--- src/rtl/sata_identify_requester_if.sv ---
// Transmit-frame handshake between the IDENTIFY requester and the link layer.
//   o_dat    : FIS dword driven by the requester
//   o_val    : o_dat is valid
//   o_eop    : o_dat is the last dword of the FIS
//   i_rdy    : link layer accepts o_dat when o_val & i_rdy
//   i_tx_err : link layer reports a failed transmission
interface sata_identify_requester_if;
    logic [31:0] o_dat;
    logic        o_val;
    logic        o_eop;
    logic        i_rdy;
    logic        i_tx_err;

    modport master (output o_dat, o_val, o_eop, input i_rdy, i_tx_err);
    modport slave  (input o_dat, o_val, o_eop, output i_rdy, i_tx_err);
endinterface

--- src/rtl/sata_identify_requester.sv ---
// Issues an IDENTIFY DEVICE H2D Register FIS, waits for the parser to report
// completion, retries on timeout / transmit error / bad checksum, and latches
// the device capabilities.
//   clk, reset_n        : clock, asynchronous active-low reset
//   start               : request a run (honoured in IDLE, DONE, FAIL)
//   tx                  : transmit frame interface (master side)
//   identify_done       : parser completion level (rising edge is used)
//   bad_checksum        : parser CRC-error flag
//   sata1/2/3_supported : parser capability bits
//   max_lba_in          : parser max LBA
//   busy                : sending or waiting
//   info_valid          : results latched and valid
//   fail                : all attempts exhausted
//   sata_gen            : highest supported generation (0..3)
//   max_lba_address     : latched max LBA
//   attempt_cnt         : attempts made in the current run
module sata_identify_requester #(
    parameter int unsigned TIMEOUT_CYCLES = 1000000,
    parameter int unsigned MAX_RETRIES    = 3
) (
    input  logic                                 clk,
    input  logic                                 reset_n,
    input  logic                                 start,
    sata_identify_requester_if.master            tx,
    input  logic                                 identify_done,
    input  logic                                 bad_checksum,
    input  logic                                 sata1_supported,
    input  logic                                 sata2_supported,
    input  logic                                 sata3_supported,
    input  logic [47:0]                          max_lba_in,
    output logic                                 busy,
    output logic                                 info_valid,
    output logic                                 fail,
    output logic [1:0]                           sata_gen,
    output logic [47:0]                          max_lba_address,
    output logic [$clog2(MAX_RETRIES+2)-1:0]     attempt_cnt
);
    localparam int unsigned ACW = $clog2(MAX_RETRIES + 2);
    localparam int unsigned TW  = $clog2(TIMEOUT_CYCLES + 1);
    localparam logic [ACW-1:0] MAX_ATT    = ACW'(MAX_RETRIES);
    localparam logic [TW-1:0]  TIMER_LAST = TW'(TIMEOUT_CYCLES - 1);
    localparam logic [TW-1:0]  TIMER_SAT  = TW'(TIMEOUT_CYCLES);

    // S_GAP is the one-cycle o_val=0 pause that precedes a resend.
    typedef enum logic [2:0] {
        S_IDLE, S_GAP, S_SEND, S_WAIT, S_DONE, S_FAIL
    } state_t;

    state_t         state_q, state_d;
    logic [2:0]     idx_q, idx_d;
    logic [TW-1:0]  timer_q, timer_d;
    logic [ACW-1:0] att_q, att_d;
    logic [1:0]     gen_q, gen_d;
    logic [47:0]    lba_q, lba_d;
    logic           done_prev_q;
    logic           done_rise;
    logic           retry;

    assign done_rise = identify_done & ~done_prev_q;

    always_ff @(posedge clk or negedge reset_n) begin
        if (!reset_n) begin
            state_q     <= S_IDLE;
            idx_q       <= '0;
            timer_q     <= '0;
            att_q       <= '0;
            gen_q       <= '0;
            lba_q       <= '0;
            done_prev_q <= 1'b1;
        end else begin
            state_q     <= state_d;
            idx_q       <= idx_d;
            timer_q     <= timer_d;
            att_q       <= att_d;
            gen_q       <= gen_d;
            lba_q       <= lba_d;
            done_prev_q <= identify_done;
        end
    end

    always_comb begin
        state_d = state_q;
        idx_d   = idx_q;
        timer_d = timer_q;
        att_d   = att_q;
        gen_d   = gen_q;
        lba_d   = lba_q;
        retry   = 1'b0;
        case (state_q)
            S_IDLE, S_DONE, S_FAIL: begin
                if (start) begin
                    state_d = S_SEND;
                    att_d   = ACW'(1);
                    idx_d   = '0;
                end
            end
            S_GAP: begin
                if (tx.i_tx_err) retry = 1'b1;
                else             state_d = S_SEND;
            end
            S_SEND: begin
                if (tx.i_tx_err) begin
                    retry = 1'b1;
                end else if (tx.i_rdy) begin
                    if (idx_q == 3'd4) begin
                        state_d = S_WAIT;
                        timer_d = '0;
                    end else begin
                        idx_d = idx_q + 3'd1;
                    end
                end
            end
            S_WAIT: begin
                if (timer_q != TIMER_SAT) timer_d = timer_q + TW'(1);
                // Transmit error outranks both completion and timeout.
                if (tx.i_tx_err) begin
                    retry = 1'b1;
                end else if (done_rise) begin
                    if (bad_checksum) begin
                        retry = 1'b1;
                    end else begin
                        state_d = S_DONE;
                        lba_d   = max_lba_in;
                        gen_d   = sata3_supported ? 2'd3 :
                                  sata2_supported ? 2'd2 :
                                  sata1_supported ? 2'd1 : 2'd0;
                    end
                end else if (timer_q == TIMER_LAST) begin
                    retry = 1'b1;
                end
            end
            default: state_d = S_IDLE;
        endcase
        if (retry) begin
            if (att_q <= MAX_ATT) begin
                state_d = S_GAP;
                att_d   = att_q + ACW'(1);
                idx_d   = '0;
            end else begin
                state_d = S_FAIL;
            end
        end
    end

    always_comb begin
        tx.o_val        = (state_q == S_SEND);
        tx.o_eop        = tx.o_val && (idx_q == 3'd4);
        tx.o_dat        = '0;
        if (tx.o_val) begin
            case (idx_q)
                3'd0:    tx.o_dat = 32'h00EC8027;
                3'd1:    tx.o_dat = 32'hA0000000;
                default: tx.o_dat = '0;
            endcase
        end
        busy            = (state_q == S_SEND) || (state_q == S_GAP) || (state_q == S_WAIT);
        info_valid      = (state_q == S_DONE);
        fail            = (state_q == S_FAIL);
        sata_gen        = gen_q;
        max_lba_address = lba_q;
        attempt_cnt     = att_q;
    end
endmodule

--- src/flat_wrapper.sv ---
// flat-port wrapper written by rule: the top's interface ports become plain ports
module sata_identify_requester_flat 
#(
    parameter int unsigned TIMEOUT_CYCLES = 1000000,
    parameter int unsigned MAX_RETRIES    = 3
)
  (clk, reset_n, start, identify_done, bad_checksum, sata1_supported, sata2_supported, sata3_supported, max_lba_in, busy, info_valid, fail, sata_gen, max_lba_address, attempt_cnt, tx_o_dat, tx_o_val, tx_o_eop, tx_i_rdy, tx_i_tx_err);
  sata_identify_requester_if tx_i ();
  input  logic clk;
  input  logic reset_n;
  input  logic start;
  input  logic identify_done;
  input  logic bad_checksum;
  input  logic sata1_supported;
  input  logic sata2_supported;
  input  logic sata3_supported;
  input  logic [47:0] max_lba_in;
  output logic busy;
  output logic info_valid;
  output logic fail;
  output logic [1:0] sata_gen;
  output logic [47:0] max_lba_address;
  output logic [$clog2(MAX_RETRIES+2)-1:0] attempt_cnt;
  output wire logic [$bits(tx_i.o_dat)-1:0] tx_o_dat;
  output wire logic [$bits(tx_i.o_val)-1:0] tx_o_val;
  output wire logic [$bits(tx_i.o_eop)-1:0] tx_o_eop;
  input wire logic [$bits(tx_i.i_rdy)-1:0] tx_i_rdy;
  input wire logic [$bits(tx_i.i_tx_err)-1:0] tx_i_tx_err;
  assign tx_o_dat = tx_i.o_dat;
  assign tx_o_val = tx_i.o_val;
  assign tx_o_eop = tx_i.o_eop;
  assign tx_i.i_rdy = tx_i_rdy;
  assign tx_i.i_tx_err = tx_i_tx_err;
  sata_identify_requester #(.TIMEOUT_CYCLES(TIMEOUT_CYCLES), .MAX_RETRIES(MAX_RETRIES)) u_core (.clk(clk), .reset_n(reset_n), .start(start), .tx(tx_i), .identify_done(identify_done), .bad_checksum(bad_checksum), .sata1_supported(sata1_supported), .sata2_supported(sata2_supported), .sata3_supported(sata3_supported), .max_lba_in(max_lba_in), .busy(busy), .info_valid(info_valid), .fail(fail), .sata_gen(sata_gen), .max_lba_address(max_lba_address), .attempt_cnt(attempt_cnt));
endmodule
--- config.mk ---
export PLATFORM = sky130hd
export DESIGN_NAME = sata_identify_requester_flat
export DESIGN_NICKNAME = d
export VERILOG_FILES = /design/src/rtl/sata_identify_requester_if.sv /design/src/rtl/sata_identify_requester.sv /design/src/flat_wrapper.sv
export SDC_FILE = /design/constraint.sdc
export NUM_CORES = 1
export LEC_CHECK = 0
export ABC_AREA = 1
export BUFFER_PORTS_ARGS = -buffer_cell sky130_fd_sc_hd__buf_4
export CORE_MARGIN = 2
export CORE_UTILIZATION = 40
export CTS_BUF_LIST = sky130_fd_sc_hd__clkbuf_4 sky130_fd_sc_hd__clkbuf_8
export DETAILED_ROUTE_END_ITERATION = 8
export PLACE_DENSITY = 0.76
export SETUP_SLACK_MARGIN = 0.2
export SLEW_MARGIN = 40
export SYNTH_ARGS = -nofsm -noshare
export SYNTH_HDL_FRONTEND = slang
export SYNTH_SLANG_ARGS = --single-unit
export TNS_END_PERCENT = 20
--- constraint.sdc ---
create_clock -name clk -period 5.15 [get_ports clk]
set_input_delay 0 -clock clk [delete_from_list [all_inputs] [get_ports clk]]
set_output_delay 0 -clock clk [all_outputs]
set_load 0.1 [all_outputs]
======== After elaboration in Yosys (flattened, before gate mapping) ========
Index checks and enable logic that the tools add are counted.
cells by class
  muxes and demuxes ....................... 38
  order comparisons ....................... 1
  $add $sub $neg .......................... 3
  reduce and logical (&&, ||, !) cells .... 11
  equal/unequal tests ..................... 21
  bitwise logic cells ..................... 4
operators with widths
  operator               number
  $mux 20                4
  $pmux 32 s2            1
  $mux 3                 20
  $pmux 20 s2            1
  $mux 32                1
  $add 20x1->20 const B  1
  $eq 20x20->1 const B   1
  $ne 20x20->1 const B   1
  $ne 3x2->1 const B     5
  $pmux 3 s4             1
  $eq 3x3->1 const B     3
  $ne 3x1->1 const B     3
  $reduce_and 8->1       1
  $add 3x1->3 const B    2
  $eq 3x1->1 const B     2
  $eq 3x2->1 const B     2
  $logic_not 3->1        2
  $mux 1                 6
  $ne 2x1->1 const B     3
  $pmux 3 s2             1
  $reduce_and 5->1       1
  $mux 2                 2
  $reduce_and 4->1       1
  $le 3x2->1 const B     1
  other kinds (9)        12
word-level totals
  input port bits ......................... 58
  output and inout port bits .............. 90
  bits in registers ....................... 80

======== Logic depth before layout (Yosys ltp) ========
  depth in word-level cells ............... 7
  mapped depth ............................ 11

======== Least setup slack after synthesis ========
OpenSTA, ideal clock, no wires.
  path type ............................... reg2out
  start ................................... register u_core.state_q[2]
  end ..................................... output tx_o_dat[15]
  arrival time ............................ 4.438 ns
  cell stages (with the launch flop) ...... 7
  slack ................................... 0.712 ns
  cell sequence ........................... dfrtp_1 > inv_1 > nand2_2 > nor2_4 > inv_1 > nor3_1 > buf_4
on the way
  word-level cells in the longest chain between the ends .. 2
ends and longest elaborated chain
  item                    line                            RTL
  start, declared         sata_identify_requester.sv:49   state_t state_q, state_d;
  start signal, assigned  sata_identify_requester.sv:71   state_q <= state_d;
  $eq 3x2->1              sata_identify_requester.sv:146  tx.o_val = (state_q == S_SEND);
  via tx_o_val            flat_wrapper.sv:25              output wire logic [$bits(tx_i.o_val)-1:0] tx_o_val;
  $mux 32                 sata_identify_requester.sv:149  if (tx.o_val) begin
  end, declared           flat_wrapper.sv:24              output wire logic [$bits(tx_i.o_dat)-1:0] tx_o_dat;
The timed path passes the listed nets, and every way through them passes these cells.

======== Worst setup path after layout ========
  start ................................... register u_core.state_q[2]
  end ..................................... register u_core.gen_q[1] (netlist: u_core.sata_gen[1])
on the way
  word-level cells in the longest chain between the ends .. 2
ends and longest elaborated chain
  item                               line                           RTL
  $eq 3x2->1                         sata_identify_requester.sv:89  case (state_q)
  $reduce_and 4->1 (no source line)  n/a
  end signal, assigned               sata_identify_requester.sv:75  gen_q <= gen_d;
  end, declared                      sata_identify_requester.sv:53  logic [1:0] gen_q, gen_d;
Every way passes these cells.
A chain may end at the register's enable or synchronous reset.

==> qor.csv <==
stage;metric;value;unit
finish;final-seq-area;0.00200;sq mm
sta;fin_setup_tns;0;ns
routing;drc;0;
run;maxCapViolations;0;
routing;wl;11300;um
sta;slew_headroom;52.2;%
synthesis;syn-mean-instance-area;7.69;sq um
finish;nets;778;
synthesis;syn_area;0.00420;sq mm
die;die_y;106;um
sta;hold_viol;0;
routing;wl_per_cell;13.3;um
sta;max_freq;373;MHz
placement;placed_cells;786;
die;die_w;106;um
sta;layout_min_cycle_time;2.68;ns
placement;post-place-ws;2.99;ns
sta;drv_slew;0;
clock_tree;cts_root_buffer;clkbuf_8;
global_route;grtUsageTotal;20.3;%
worst_setup_path;startpoint_type;flop;
clock_tree;path_clk_slew;0.09;ns
worst_setup_path;worstSetupPathType;reg -> reg;
routing;dr.pass1.iters;5;
placement;port-buffer-count;127;
die;die_area;0.0113;sq mm
placement;place_congestion;0.914;
synthesis;ys_seq_area_share;47.7;%
die;initial_core_util;40.8;%
clock_tree;cts_resized;0;
finish;area_growth;38.7;%
clock_tree;cts_buffer_depth;2;
clock_tree;cts_max_level;3;
placement;hpwl;7260;um
clock_tree;tritoncts;yes;
worst_setup_path;crit_arrival;2.94;ns
worst_setup_path;crit_path_max_fanout;52;
global_route;grt_pass1_vias;4023;
clock_tree;cts_setup_buffers;0;
finish;fin_cells;854;
sta;rsz0062_at_grt;false;
finish;n_antenna_cell;0;
global_route;grt_pass1_wl;18700;um
synthesis;ys_types;31;
worst_hold_path;min_path_type;in -> reg;
finish;drive_above_1_share;21.7;%
clock_tree;numCtsBuffers;9;
die;row_count;37;
clock_tree;clk_latency;0.34;ns
synthesis;yosys_warnings;0;
sta;setup_ws;2.47;ns
worst_setup_path;end_kind;flop;
global_route;grt_max_degree;81;
global_route;antenna_found_initial;0;
routing;via_per_inst;4.81;
synthesis;syn_inst;546;
global_route;grt_overflow;0;
clock_tree;cts_hold_buffers;52;
finish;nFillCells;890;
die;io_pins;148;
routing;num_vias;4110;
sta;post-route-period-util;52.0;%
routing;drt_first_iter_violations;294;
routing;ant_nets;0;
outcome;outcome;completed;
synthesis;yosys_register_bits;80;
finish;multiInputGateArea;0.00178;sq mm
die;core;0.0103;sq mm
finish;final_common_cell;nand2_1;
sta;fin_worst_skew;0.0115;ns
sta;worst_pin_slew;0.716;ns
finish;final_cell_mix;235 x nand2_1, 128 x buf_4, 79 x dfrtp_1;
sta;setup_viol;0;
clock_tree;clock-sinks;80;
worst_setup_path;crit_required;5.41;ns
[synth_stat cells (all sizes together)]
cell type / instances / area (sq um)
nand2: 238 / 901
dfrtp: 79 / 1980
inv: 43 / 161
buf: 39 / 308
nor2: 31 / 131
nand3: 28 / 140
o21ai: 25 / 125
nand4: 11 / 68.8
a21oi: 10 / 50.1
nor3: 9 / 56.3
ha: 7 / 87.6
clkbuf: 5 / 18.8
o22ai: 3 / 18.8
xor2: 3 / 26.3
a21boi: 2 / 15.0
a21o: 2 / 15.0
nand3b: 2 / 15.0
o21bai: 2 / 15.0
conb: 1 / 3.75
dfstp: 1 / 26.3
mux2i: 1 / 10.0
nor4: 1 / 6.26
o211ai: 1 / 7.51
o21a: 1 / 7.51
or2: 1 / 6.26
[final timing paths]
kind,startpoint,endpoint,slack (ns),cells past startpoint
max,u_core.state_q[2]$_DFFE_PN0P_,u_core.sata_gen[1]$_DFFE_PN0P_,2.47,9
min,sata1_supported,u_core.sata_gen[0]$_DFFE_PN0P_,0.02,5
max reg2reg,u_core.state_q[2]$_DFFE_PN0P_,u_core.sata_gen[1]$_DFFE_PN0P_,2.47,9
min reg2reg,u_core.max_lba_address[34]$_DFFE_PN0P_,u_core.max_lba_address[34]$_DFFE_PN0P_,0.49,2
max in group asynchronous,reset_n,u_core.timer_q[4]$_DFFE_PN0P_,4.39,2
min in group asynchronous,reset_n,u_core.timer_q[3]$_DFFE_PN0P_,0.25,2
[cell families (layout without fill, tap and decap cells)]
| logic type | count (synthesis) | after routing | share of synthesized area [%] |
|---|---|---|---|
| simple gates | 321 | 321 | 31.6 |
| buf+inv | 87 | 240 | 11.6 |
| flops | 80 | 80 | 47.7 |
| compound gates | 46 | 46 | 6.05 |
| fa+ha+maj | 7 | 7 | 2.09 |
| xor+xnor | 3 | 3 | 0.626 |
| other cells | 1 | 20 | 0.0893 |
| mux | 1 | 1 | 0.238 |
[state kept, by name, indices dropped and copies added (netlist names)]
name	cells
u_core.max_lba_address	48
u_core.timer_q	20
u_core.attempt_cnt	3
u_core.idx_q	3
u_core.state_q	3
u_core.sata_gen	2
u_core.done_prev_q	1
[metrics by stage]
| stage | util (%) | hold WS, ns | instance area (sq um) |
|---|---|---|---|
| 2_1_floorplan | - | -0.296 | 4270 |
| 3_3_place_gp | 49.4 | 0.119 | 5080 |
| 3_5_place_dp | 49.5 | 0.0935 | 5080 |
| 4_1_cts | 56.6 | 0.0145 | 5820 |
| 5_1_grt | 56.7 | 0.0582 | 5820 |
| 6_report | 56.7 | 0.0249 | 5820 |
[cell type report]
cell class | count | area share [%]
clock buffers | 10 | 2.36
inverters | 43 | 2.77
clock inverters | 6 | 1.29
well taps | 136 | 2.92
multi-input cells | 398 | 30.6
flip-flops and latches | 80 | 34.4
repair buffers | 181 | 25.6
[critical path: stages, from the launching register on]
cell	delay (ns)
dfrtp_1	0.39
inv_1	0.12
nand2_2	0.13
nor2_4	0.43
nand2_2	0.12
nor3_4	0.12
buf_4	0.44
o21ai_0	0.17
dlygate4sd3_1	0.58
o21ai_0	0.07
[metal layers]
| metal | vias to the layer above | global-route usage (%) | routed length [um] |
|---|---|---|---|
| li1 | 2007 | - | - |
| met1 | 1917 | 25.5 | 4610 |
| met2 | 169 | 34.7 | 5810 |
| met3 | 17 | 4.48 | 732 |
| met4 | 0 | 6.49 | 182 |
| met5 | - | 0 | 0 |
Power is not shown: default switching activity piles up to over one toggle a cycle in this logic, so the estimate is an artifact.
